[config.mk]
export PLATFORM = sky130hd
export DESIGN_NAME = issue_queue_flat
export DESIGN_NICKNAME = d
export VERILOG_FILES = /design/src/rtl/issue_queue_pkg.sv /design/src/rtl/issue_queue_if.sv /design/src/rtl/issue_select.sv /design/src/rtl/issue_queue.sv /design/src/flat_wrapper.sv
export SDC_FILE = /design/constraint.sdc
export NUM_CORES = 1
export LEC_CHECK = 0
export ABC_AREA = 1
export BUFFER_PORTS_ARGS = -buffer_cell sky130_fd_sc_hd__buf_4
export CAP_MARGIN = 20
export CORE_ASPECT_RATIO = 0.8
export CORE_MARGIN = 8
export CORE_UTILIZATION = 60
export CTS_BUF_LIST = sky130_fd_sc_hd__clkbuf_16
export CTS_CLUSTER_DIAMETER = 200
export DETAILED_ROUTE_END_ITERATION = 10
export PLACE_DENSITY = 0.81
export SLEW_MARGIN = 5
export SYNTH_ARGS = -nofsm -noshare
export SYNTH_HDL_FRONTEND = slang
export SYNTH_SLANG_ARGS = --single-unit
[constraint.sdc]
create_clock -name clk -period 28 [get_ports clk]
set_clock_uncertainty 0.1 [all_clocks]
set_input_delay 2.8 -clock clk [delete_from_list [all_inputs] [get_ports clk]]
set_output_delay 2.8 -clock clk [all_outputs]
set_load 0.01 [all_outputs]
[src/rtl/issue_queue_pkg.sv]
// Shared types for the issue queue slice.
//   R_UOp    : renamed uop as held in the queue and handed to operand load.
//   RES_UOp  : writeback result as seen on a snoop port (only tagDst is used here).
//   FuncUnit : target functional unit of a uop.
//   is_younger(a, b) : age compare on wrapping sequence numbers.
package issue_queue_pkg;

    localparam int SQN_WIDTH = 6;
    localparam int TAG_WIDTH = 7;

    typedef enum logic [1:0] {
        FU_INT,
        FU_LSU,
        FU_MUL,
        FU_BRANCH
    } FuncUnit;

    typedef struct packed {
        logic [31:0]          imm;
        logic [TAG_WIDTH-1:0] tagA;
        logic [TAG_WIDTH-1:0] tagB;
        logic                 immB;
        logic [TAG_WIDTH-1:0] tagDst;
        logic [SQN_WIDTH-1:0] sqN;
        FuncUnit              fu;
    } R_UOp;

    typedef struct packed {
        logic [31:0]          result;
        logic [TAG_WIDTH-1:0] tagDst;
        logic [SQN_WIDTH-1:0] sqN;
    } RES_UOp;

    // a is younger than b when (a - b) is strictly positive as a signed
    // SQN_WIDTH-bit number, so the compare survives sequence-number wrap.
    function automatic logic is_younger(input logic [SQN_WIDTH-1:0] a,
                                        input logic [SQN_WIDTH-1:0] b);
        logic [SQN_WIDTH-1:0] diff;
        diff = a - b;
        return !diff[SQN_WIDTH-1] && (diff != '0);
    endfunction

endpackage

[src/rtl/issue_queue_if.sv]
// Bundle of all non-clock/reset signals of the issue queue.
//   enqueue side   : IN_enqValid, IN_enqUOp, IN_enqReadyA/B, OUT_full, OUT_freeCount
//   snoop side     : IN_wbHasResult, IN_wbUOp (one per writeback port)
//   flush side     : IN_invalidate, IN_invalidateSqN
//   issue side     : IN_stall, OUT_uopValid, OUT_uop
// master = the surrounding pipeline, slave = the queue itself.
interface issue_queue_if #(
    parameter int SIZE    = 8,
    parameter int NUM_WBS = 3
);
    import issue_queue_pkg::*;

    localparam int CNT_WIDTH = $clog2(SIZE + 1);

    logic                 IN_enqValid;
    R_UOp                 IN_enqUOp;
    logic                 IN_enqReadyA;
    logic                 IN_enqReadyB;
    logic                 OUT_full;
    logic [CNT_WIDTH-1:0] OUT_freeCount;
    logic [NUM_WBS-1:0]   IN_wbHasResult;
    RES_UOp [NUM_WBS-1:0] IN_wbUOp;
    logic                 IN_invalidate;
    logic [SQN_WIDTH-1:0] IN_invalidateSqN;
    logic                 IN_stall;
    logic                 OUT_uopValid;
    R_UOp                 OUT_uop;

    modport master (
        output IN_enqValid, IN_enqUOp, IN_enqReadyA, IN_enqReadyB,
        output IN_wbHasResult, IN_wbUOp, IN_invalidate, IN_invalidateSqN, IN_stall,
        input  OUT_full, OUT_freeCount, OUT_uopValid, OUT_uop
    );

    modport slave (
        input  IN_enqValid, IN_enqUOp, IN_enqReadyA, IN_enqReadyB,
        input  IN_wbHasResult, IN_wbUOp, IN_invalidate, IN_invalidateSqN, IN_stall,
        output OUT_full, OUT_freeCount, OUT_uopValid, OUT_uop
    );

endinterface

[src/rtl/issue_select.sv]
// Combinational oldest-ready picker.
//   valid, ready : per-entry occupancy and operand readiness
//   sqn          : per-entry sequence number
//   found        : at least one entry is valid and ready
//   index        : position of the oldest such entry (don't-care when !found)
// Built as a binary tournament: leaves sit at LEAVES+k of a heap-ordered
// array and each inner node keeps the older of its two children.
module issue_select
    import issue_queue_pkg::*;
#(
    parameter int SIZE      = 8,
    parameter int IDX_WIDTH = 3
) (
    input  logic [SIZE-1:0]                valid,
    input  logic [SIZE-1:0]                ready,
    input  logic [SIZE-1:0][SQN_WIDTH-1:0] sqn,
    output logic                           found,
    output logic [IDX_WIDTH-1:0]           index
);

    localparam int LEAVES = 1 << IDX_WIDTH;

    logic                 node_valid [2*LEAVES];
    logic [IDX_WIDTH-1:0] node_idx   [2*LEAVES];
    logic [SQN_WIDTH-1:0] node_sqn   [2*LEAVES];

    // Nodes are evaluated from the leaves upwards so every parent reads
    // children that were already resolved earlier in the same pass.
    always_comb begin
        for (int n = 0; n < 2 * LEAVES; n++) begin
            node_valid[n] = 1'b0;
            node_idx[n]   = '0;
            node_sqn[n]   = '0;
        end
        for (int k = 0; k < LEAVES; k++) begin
            if (k < SIZE) begin
                node_valid[LEAVES+k] = valid[k] && ready[k];
                node_sqn[LEAVES+k]   = sqn[k];
            end
            node_idx[LEAVES+k] = IDX_WIDTH'(k);
        end
        for (int n = LEAVES - 1; n >= 1; n--) begin
            if (node_valid[2*n] &&
                (!node_valid[2*n+1] || !is_younger(node_sqn[2*n], node_sqn[2*n+1]))) begin
                node_idx[n] = node_idx[2*n];
                node_sqn[n] = node_sqn[2*n];
            end else begin
                node_idx[n] = node_idx[2*n+1];
                node_sqn[n] = node_sqn[2*n+1];
            end
            node_valid[n] = node_valid[2*n] || node_valid[2*n+1];
        end
        found = node_valid[1];
        index = node_idx[1];
    end

endmodule

[src/rtl/issue_queue.sv]
// Single-issue reservation station in front of operand load.
//   clk, rst : clock and synchronous active-high reset
//   bus      : issue_queue_if slave port (enqueue, writeback snoop,
//              branch invalidation, stall, registered issue output)
// Entries are filled lowest-free-first; issue order is purely by age.
module issue_queue
    import issue_queue_pkg::*;
#(
    parameter int SIZE    = 8,
    parameter int NUM_WBS = 3
) (
    input  logic         clk,
    input  logic         rst,
    issue_queue_if.slave bus
);

    localparam int IDX_WIDTH = (SIZE > 1) ? $clog2(SIZE) : 1;
    localparam int CNT_WIDTH = $clog2(SIZE + 1);

    logic [SIZE-1:0]      valid;
    logic [SIZE-1:0]      rdy_a;
    logic [SIZE-1:0]      rdy_b;
    R_UOp                 entries [SIZE];
    logic [CNT_WIDTH-1:0] free_count;
    logic                 uop_valid;
    R_UOp                 uop;

    logic [SIZE-1:0]                wake_a;
    logic [SIZE-1:0]                wake_b;
    logic [SIZE-1:0]                cleared;
    logic [SIZE-1:0][SQN_WIDTH-1:0] sqns;
    logic                           found;
    logic [IDX_WIDTH-1:0]           sel_idx;
    R_UOp                           sel_uop;
    logic                           issue_do;
    logic                           sel_killed;
    logic                           enq_do;
    logic [IDX_WIDTH-1:0]           enq_idx;
    logic                           enq_rdy_a;
    logic                           enq_rdy_b;
    logic [CNT_WIDTH-1:0]           clear_cnt;
    logic                           unused_wb;

    // A tag of zero never matches because a zero tagDst is not a real result.
    function automatic logic wb_match(input logic [TAG_WIDTH-1:0] tag,
                                      input logic [NUM_WBS-1:0]   has,
                                      input RES_UOp [NUM_WBS-1:0] wbs);
        logic hit;
        hit = 1'b0;
        for (int j = 0; j < NUM_WBS; j++) begin
            if (has[j] && (wbs[j].tagDst != '0) && (wbs[j].tagDst == tag)) begin
                hit = 1'b1;
            end
        end
        return hit;
    endfunction

    issue_select #(
        .SIZE      (SIZE),
        .IDX_WIDTH (IDX_WIDTH)
    ) u_select (
        .valid (valid),
        .ready (rdy_a & rdy_b),
        .sqn   (sqns),
        .found (found),
        .index (sel_idx)
    );

    // Per-entry wakeup plus the set of entries that disappear at this edge
    // (flushed as too young, or handed to the load stage).
    always_comb begin
        clear_cnt = '0;
        for (int i = 0; i < SIZE; i++) begin
            sqns[i]    = entries[i].sqN;
            wake_a[i]  = wb_match(entries[i].tagA, bus.IN_wbHasResult, bus.IN_wbUOp);
            wake_b[i]  = wb_match(entries[i].tagB, bus.IN_wbHasResult, bus.IN_wbUOp);
            cleared[i] = valid[i] &&
                         ((bus.IN_invalidate && is_younger(entries[i].sqN, bus.IN_invalidateSqN)) ||
                          (issue_do && (sel_idx == IDX_WIDTH'(i))));
            if (cleared[i]) begin
                clear_cnt = clear_cnt + CNT_WIDTH'(1);
            end
        end
    end

    // Enqueue goes to the lowest free slot; full comes from the registered
    // count, so a slot freed by this cycle's issue is not reusable yet.
    always_comb begin
        enq_idx = '0;
        for (int i = SIZE - 1; i >= 0; i--) begin
            if (!valid[i]) begin
                enq_idx = IDX_WIDTH'(i);
            end
        end
        enq_do = bus.IN_enqValid && (free_count != '0) &&
                 !(bus.IN_invalidate && is_younger(bus.IN_enqUOp.sqN, bus.IN_invalidateSqN));
        enq_rdy_a = bus.IN_enqReadyA || (bus.IN_enqUOp.tagA == '0) ||
                    wb_match(bus.IN_enqUOp.tagA, bus.IN_wbHasResult, bus.IN_wbUOp);
        enq_rdy_b = bus.IN_enqReadyB || (bus.IN_enqUOp.tagB == '0) || bus.IN_enqUOp.immB ||
                    wb_match(bus.IN_enqUOp.tagB, bus.IN_wbHasResult, bus.IN_wbUOp);
        sel_uop    = entries[sel_idx];
        issue_do   = !bus.IN_stall && found;
        sel_killed = bus.IN_invalidate && is_younger(sel_uop.sqN, bus.IN_invalidateSqN);
    end

    // Only the destination tag of a writeback matters here; the rest of the
    // result record is folded away so it is visibly intentional.
    always_comb begin
        unused_wb = 1'b0;
        for (int j = 0; j < NUM_WBS; j++) begin
            unused_wb = unused_wb ^ (^bus.IN_wbUOp[j].result) ^ (^bus.IN_wbUOp[j].sqN);
        end
    end

    // Entry array, free counter and the issue register all advance together;
    // a selected-but-flushed uop is still freed, just never marked valid.
    always_ff @(posedge clk) begin
        if (rst) begin
            valid      <= '0;
            rdy_a      <= '0;
            rdy_b      <= '0;
            free_count <= CNT_WIDTH'(SIZE);
            uop_valid  <= 1'b0;
            uop        <= '0;
        end else begin
            for (int i = 0; i < SIZE; i++) begin
                if (cleared[i]) begin
                    valid[i] <= 1'b0;
                end else if (valid[i]) begin
                    rdy_a[i] <= rdy_a[i] | wake_a[i];
                    rdy_b[i] <= rdy_b[i] | wake_b[i];
                end else if (enq_do && (enq_idx == IDX_WIDTH'(i))) begin
                    valid[i]   <= 1'b1;
                    entries[i] <= bus.IN_enqUOp;
                    rdy_a[i]   <= enq_rdy_a;
                    rdy_b[i]   <= enq_rdy_b;
                end
            end
            free_count <= free_count + clear_cnt - CNT_WIDTH'(enq_do);
            if (!bus.IN_stall) begin
                uop_valid <= found && !sel_killed;
                if (found) begin
                    uop <= sel_uop;
                end
            end else if (bus.IN_invalidate && is_younger(uop.sqN, bus.IN_invalidateSqN)) begin
                uop_valid <= 1'b0;
            end
        end
    end

    assign bus.OUT_uopValid  = uop_valid;
    assign bus.OUT_uop       = uop;
    assign bus.OUT_freeCount = free_count;
    assign bus.OUT_full      = (free_count == '0);

endmodule

[src/flat_wrapper.sv]
// flat-port wrapper written by rule: the top's interface ports become plain ports
module issue_queue_flat import issue_queue_pkg::*;
#(
    parameter int SIZE    = 8,
    parameter int NUM_WBS = 3
)
  (clk, rst, bus_IN_enqValid, bus_IN_enqUOp, bus_IN_enqReadyA, bus_IN_enqReadyB, bus_IN_wbHasResult, bus_IN_wbUOp, bus_IN_invalidate, bus_IN_invalidateSqN, bus_IN_stall, bus_OUT_full, bus_OUT_freeCount, bus_OUT_uopValid, bus_OUT_uop);
  issue_queue_if #(.SIZE(SIZE), .NUM_WBS(NUM_WBS)) bus_i ();
  input  logic clk;
  input  logic rst;
  input wire logic [$bits(bus_i.IN_enqValid)-1:0] bus_IN_enqValid;
  input wire logic [$bits(bus_i.IN_enqUOp)-1:0] bus_IN_enqUOp;
  input wire logic [$bits(bus_i.IN_enqReadyA)-1:0] bus_IN_enqReadyA;
  input wire logic [$bits(bus_i.IN_enqReadyB)-1:0] bus_IN_enqReadyB;
  input wire logic [$bits(bus_i.IN_wbHasResult)-1:0] bus_IN_wbHasResult;
  input wire logic [$bits(bus_i.IN_wbUOp)-1:0] bus_IN_wbUOp;
  input wire logic [$bits(bus_i.IN_invalidate)-1:0] bus_IN_invalidate;
  input wire logic [$bits(bus_i.IN_invalidateSqN)-1:0] bus_IN_invalidateSqN;
  input wire logic [$bits(bus_i.IN_stall)-1:0] bus_IN_stall;
  output wire logic [$bits(bus_i.OUT_full)-1:0] bus_OUT_full;
  output wire logic [$bits(bus_i.OUT_freeCount)-1:0] bus_OUT_freeCount;
  output wire logic [$bits(bus_i.OUT_uopValid)-1:0] bus_OUT_uopValid;
  output wire logic [$bits(bus_i.OUT_uop)-1:0] bus_OUT_uop;
  assign bus_i.IN_enqValid = bus_IN_enqValid;
  assign bus_i.IN_enqUOp = bus_IN_enqUOp;
  assign bus_i.IN_enqReadyA = bus_IN_enqReadyA;
  assign bus_i.IN_enqReadyB = bus_IN_enqReadyB;
  assign bus_i.IN_wbHasResult = bus_IN_wbHasResult;
  assign bus_i.IN_wbUOp = bus_IN_wbUOp;
  assign bus_i.IN_invalidate = bus_IN_invalidate;
  assign bus_i.IN_invalidateSqN = bus_IN_invalidateSqN;
  assign bus_i.IN_stall = bus_IN_stall;
  assign bus_OUT_full = bus_i.OUT_full;
  assign bus_OUT_freeCount = bus_i.OUT_freeCount;
  assign bus_OUT_uopValid = bus_i.OUT_uopValid;
  assign bus_OUT_uop = bus_i.OUT_uop;
  issue_queue #(.SIZE(SIZE), .NUM_WBS(NUM_WBS)) u_core (.clk(clk), .rst(rst), .bus(bus_i));
endmodule
== Word-level counts from Yosys, hierarchy flattened ==
Memory sizes are Yosys's and may differ from the RTL's.
Cells that the tools add are included.

* Bits in registers: 91
* Bits in writable memories: 496
* Output and inout bits: 68
* Memories kept: 1

{| class="wikitable"
|+ Memory list
! memory !! words !! bits a word !! read ports !! clocked after memory_dff !! write ports !! RTL line !! source
|-
| u_core.entries || 8 || 62 || 9 || 0 || 1 || issue_queue.sv:23 || <nowiki>R_UOp entries [SIZE];</nowiki>
|}

* $add $sub $neg: 27
* Eq/ne operators: 69
* Muxes and demuxes: 186
* Bitwise logic cells: 26
* Reductions and logical operators: 250

{| class="wikitable"
|+ Operators by type and width
! operator !! number
|-
| $mux 62 || 7
|-
| $reduce_or 62->1 || 7
|-
| $eq 7x7->1 || 54
|-
| $mux 1 || 148
|-
| $logic_and 1x1->1 || 129
|-
| $reduce_bool 6->1 || 18
|-
| $sub 6x6->6 || 18
|-
| $mux 3 || 18
|-
| $mux 6 || 6
|-
| $logic_not 1->1 || 35
|-
| $mux 4 || 7
|-
| $logic_or 1x1->1 || 27
|-
| $add 4x1->4 const B || 6
|-
| $eq 3x3->1 const B || 8
|-
| $reduce_bool 7->1 || 3
|-
| $reduce_and 2->1 || 9
|-
| $or 1x1->1 || 16
|-
| $reduce_bool 2->1 || 8
|-
| $reduce_or 2->1 || 8
|-
| $logic_not 7->1 || 2
|-
| $eq 3x2->1 const B || 4
|-
| $not 1->1 || 9
|-
| $and 8x8->8 || 1
|-
| $eq 3x1->1 const B || 2
|-
| 7 further kinds || 8
|}

== Logic depth before layout (Yosys ltp) ==
An unclocked memory read counts as a cell.

* Word-level depth: 43
* Gate-level depth with buffers: 85

== Modules after synthesis ==
A second synthesis with hierarchy kept.

* Cell total of the unflattened synthesis: 2979
* Area total of the unflattened synthesis: 31606.6 um^2

{| class="wikitable"
|+ Modules (own cells, without submodules)
! module !! times used !! cells an instance !! area an instance (um^2) !! sequential area each (um^2)
|-
| issue_queue || 1 || 2532 || 29219.3 || 16716.0
|-
| issue_select || 1 || 447 || 2387.3 || 0.0
|}

== Worst setup path after synthesis ==
No wires, ideal clock.

* Path kind: register to register
* From: mem u_core.entries[4][2] (netlist name)
* To: reg u_core.free_count[3] (netlist: u_core.bus.OUT_freeCount[3])
* Setup time: 130 ps
* Data arrival time: 9905 ps
* Data required time: 27770 ps
* Path slack: 17865 ps
* Stages on the path, launching flop included: 76
* Path buffers: 2
* Cells stage by stage: edfxtp_1 > inv_1 > ha_1 > inv_1 > fa_1 > nand2_1 > clkinv_1 > nor2_1 > nor2_1 > nand2_1 > nor2_1 > nand2_1 > nand3_2 > nand2_1 > clkbuf_1 > nand2_1 > o21ai_0 > ha_1 > [40 not listed] > nand2_1 > inv_1 > ha_1 > nand2_1 > xor2_1 > ha_1 > inv_1 > ha_1 > a21oi_1 > nand2_1 > xor2_1 > nand3b_1 > nand2_1 > nand2_1 > nand2_1 > inv_1 > nand2_1 > nand3_1

{| class="wikitable"
|+ RTL lines
! element !! RTL line !! source
|-
| start: declaration || issue_queue.sv:23 ||
|-
| end signal: assignment || issue_queue.sv:122 || <nowiki>free_count <= CNT_WIDTH'(SIZE);</nowiki>
|-
| end signal: assignment || issue_queue.sv:139 || <nowiki>free_count <= free_count + clear_cnt - CNT_WIDTH'(enq_do);</nowiki>
|-
| end: declaration || issue_queue.sv:24 || <nowiki>logic [CNT_WIDTH-1:0] free_count;</nowiki>
|}

==> results.yml <==
run_status:
  outcome: "completed"
grt:
  grt_pass1_wl_mm: 143.1
  antenna_found_initial: 2
  grt-ovfl-total: 0
  grt_usage_pct: 30.85
  grt_pass1_vias: 24657
  grt_max_degree: 84
detailed_routing:
  wirelength_mm: 95.13
  drc: 0
  wire_per_inst_um: 25.15
  viasPerCell: 6.523
  vias: 24678
  drt_iter0_drc: 3410
  ant_nets: 0
  dr.pass1.iters: 7
floorplanning:
  top_level_ports: 281
  fp.dieArea_mm2: 0.06004
  dieHeight_um: 220.8
  core_mm2: 0.05208
  fp-row-count: 75
  die_w_um: 272.0
  start_util_pct: 60.38
synthesis:
  synth-simple-area-share_pct: 11.52
  synth_area_per_cell_um2: 10.73
  netlist_area_mm2: 0.03145
  synth_edf_count: 496
  async_flop_share_pct: 0
  synthCells: 2930
  synth_nets: 3266
  synth_common_cells: "edfxtp_1, xor2_1, nand2_1"
  synth-xor-area-share_pct: 12.09
  synth_compound_area_share_pct: 13.19
  yosysWarnings: 0
  synthAdderAreaFrac_pct: 5.348
  yosysTopAreaCell: "edfxtp_1"
  seq_area_frac_synth_pct: 53.16
  muxShareOfSynthArea_pct: 0
  yosys-top-cells-area: "edfxtp_1, xor2_1, dfxtp_1"
  synth_seq_cells: 587
  netlist.area_leader.share_pct: 47.37
  yosysMostFrequentCell: "edfxtp_1"
  ys.flop_type: "edfxtp_1"
  synth_top_family_by_area: "compound AO/OA/AOI/OAI gates"
  yosysUniqueCellTypes: 57
timing:
  fin_crit_sh_pct: 46.68
  maxSlewViolCount: 0
  fin_ws_ns: 14.93
  max_slew_margin_pct: 24.95
  tns_ns: 0
  hold_viol: 0
  min_period_ns: 13.07
  tightest_slew_ns: 1.126
  finalSetupViolCount: 0
  max_freq_mhz: 76.51
  rsz0062_at_grt: "no"
critical_path:
  ff2ff_setup_slack_ns: 14.93
  path_class: "reg2reg"
  critPathArrivalTime_ns: 13.46
  critPathCapture: "u_core.bus.OUT_freeCount[3]$_SDFF_PP1_"
  critPathMaxFanout: 34
  r2r_start: "u_core.entries[4][2]$_DFFE_PP_"
  reg2reg_to: "u_core.bus.OUT_freeCount[3]$_SDFF_PP1_"
  critPathMaxStageDelay_ns: 0.51
  crit_start: "u_core.entries[4][2]$_DFFE_PP_"
  crit_path_top_delay_cell: "o21ai_0"
  worst_setup_path_end_kind: "flop"
  worstPathRequired_ns: 28.39
  cp_common_cell: "nand2_1"
  start_kind: "flop"
  reg2reg_depth: 77
clock_tree:
  cts_sinks: 587
  clk_pin_slew_worst_paths_ns: 0.07
  post_cts_buffers: 0
  postCtsHoldBufs: 0
  cts_buffers: 56
  post_cts_resized: 0
  cts-root-buf: "clkbuf_16"
  worstSkewPairLatency_ns: 0.65
  cts_tree: "built"
  htree_levels: 2
  cts_buffer_depth: 3
layout:
  n_antenna_cell: 0
  finalNonFillerCells: 3783
  nets: 3378
  fillCellCount: 3698
  area_growth_pct: 11.85
  drive_gt1_share_pct: 11.26
power_and_ir_drop:
  powerDensity_mw_per_mm2: 56.09
  vdd_drop_max_uv: 69.87
  cellLeakagePower_nw: 14.07
flow_run:
  cap_violations: 0
place:
  port_buffers: 166
  gp_congestion: 1.006
  dp_cells: 3676
  dp_hpwl_mm: 57.59
  pre_cts_ws_ns: 15.20
worst_hold_path:
  hold_class: "reg2reg"
metal layers:
metal / up-vias / global-route usage [%] / part of all wire (%)
met3: 363 / 7.419 / 12
li1: 10759 / - / -
met2: 1743 / 48.79 / 45
met1: 11811 / 39.70 / 37
met5: - / 0 / 0.014
met4: 2 / 15.73 / 5.0
final cells by class:
type	instances	area [µm²]	area share [%]
Inverter	251	948.4	2.696
Multi-Input combinational cell	1957	13330	37.89
Tap cell	693	867.1	2.465
Clock buffer	57	1426	4.055
Sequential cell	587	16720	47.53
Timing Repair Buffer	189	1419	4.034
Clock inverter	49	470.5	1.338
logic make-up after synthesis:
logic type / count (synthesis)
AND/OR/NAND/NOR: 758
XOR/XNOR: 434
AO/OA/AOI/OAI: 642
adder cells (fa/ha/maj): 123
buffers and inverters: 386
flip-flops: 587
worst min-delay path by stage:
stage | depth (start not counted) | end | start | slack, ns
after floorplan | 2 | u_core.rdy_a[6]$_SDFFE_PP0P_ | u_core.rdy_a[6]$_SDFFE_PP0P_ | 0.36
after global placement | 2 | u_core.rdy_a[6]$_SDFFE_PP0P_ | u_core.rdy_a[6]$_SDFFE_PP0P_ | 0.39
after detailed placement | 2 | u_core.rdy_b[2]$_SDFFE_PP0P_ | u_core.rdy_b[2]$_SDFFE_PP0P_ | 0.39
after CTS | 2 | u_core.rdy_b[2]$_SDFFE_PP0P_ | u_core.rdy_b[2]$_SDFFE_PP0P_ | 0.42
after global routing | 2 | u_core.rdy_a[6]$_SDFFE_PP0P_ | u_core.rdy_a[6]$_SDFFE_PP0P_ | 0.44
final | 2 | u_core.bus.OUT_uopValid$_SDFFE_PP0P_ | u_core.bus.OUT_uopValid$_SDFFE_PP0P_ | 0.42
metrics by stage:
stage               instance area (µm²)  util [%]  hold WS [ns]  power, mW
floorplan                         31450         -        0.3587      1.122
global placement                  33270     63.88        0.3876      1.189
detailed placement                33270     63.88        0.3931      1.199
CTS                               35170     67.52        0.4159      1.971
global route                      35170     67.53        0.4428      2.026
finish                            35170     67.53        0.4233      1.973
cells in the final DEF, fill, tap and decap left out, types with 10 or more instances in the layout:
cell and count:
fa_1 19, nand3_2 12, nand4_1 49, clkbuf_16 57, xnor2_1 46, a21oi_1 163
nor3_1 56, clkinv_2 12, nand3_1 106, ha_1 104, nor2_1 111, a22oi_1 224
dfxtp_1 91, nand2_4 10, xor2_1 388, clkinv_1 15, nor4_1 59, a211o_1 36
buf_4 188, a31oi_1 18, nand2_2 17, nand2_1 300, inv_1 247, edfxtp_1 496
nor2_4 12, o21ai_0 129, a22o_1 20
power by group:
group	switching [mW]	internal, mW
Clock	0.341	0.445
Combinational	0.135	0.0728
Sequential	0.0127	0.966
worst max-delay path, delay by kind of cell, from the launching register on:
family                   cells  cell delay, ns
flip-flops                   1            0.43
adder cells (fa/ha/maj)     11            3.23
AO/OA/AOI/OAI                8            2.11
XOR/XNOR                     2            0.32
buffers and inverters       16            2.18
AND/OR/NAND/NOR             40            4.47
sequential cells by signal, summed over array words and instances (netlist names):
signal and count:
u_core.entries 496, u_core.bus.OUT_uop 62, u_core.rdy_a 8, u_core.rdy_b 8
u_core.valid 8, u_core.bus.OUT_freeCount 4, u_core.bus.OUT_uopValid 1
(Power assumes the default switching activity.)
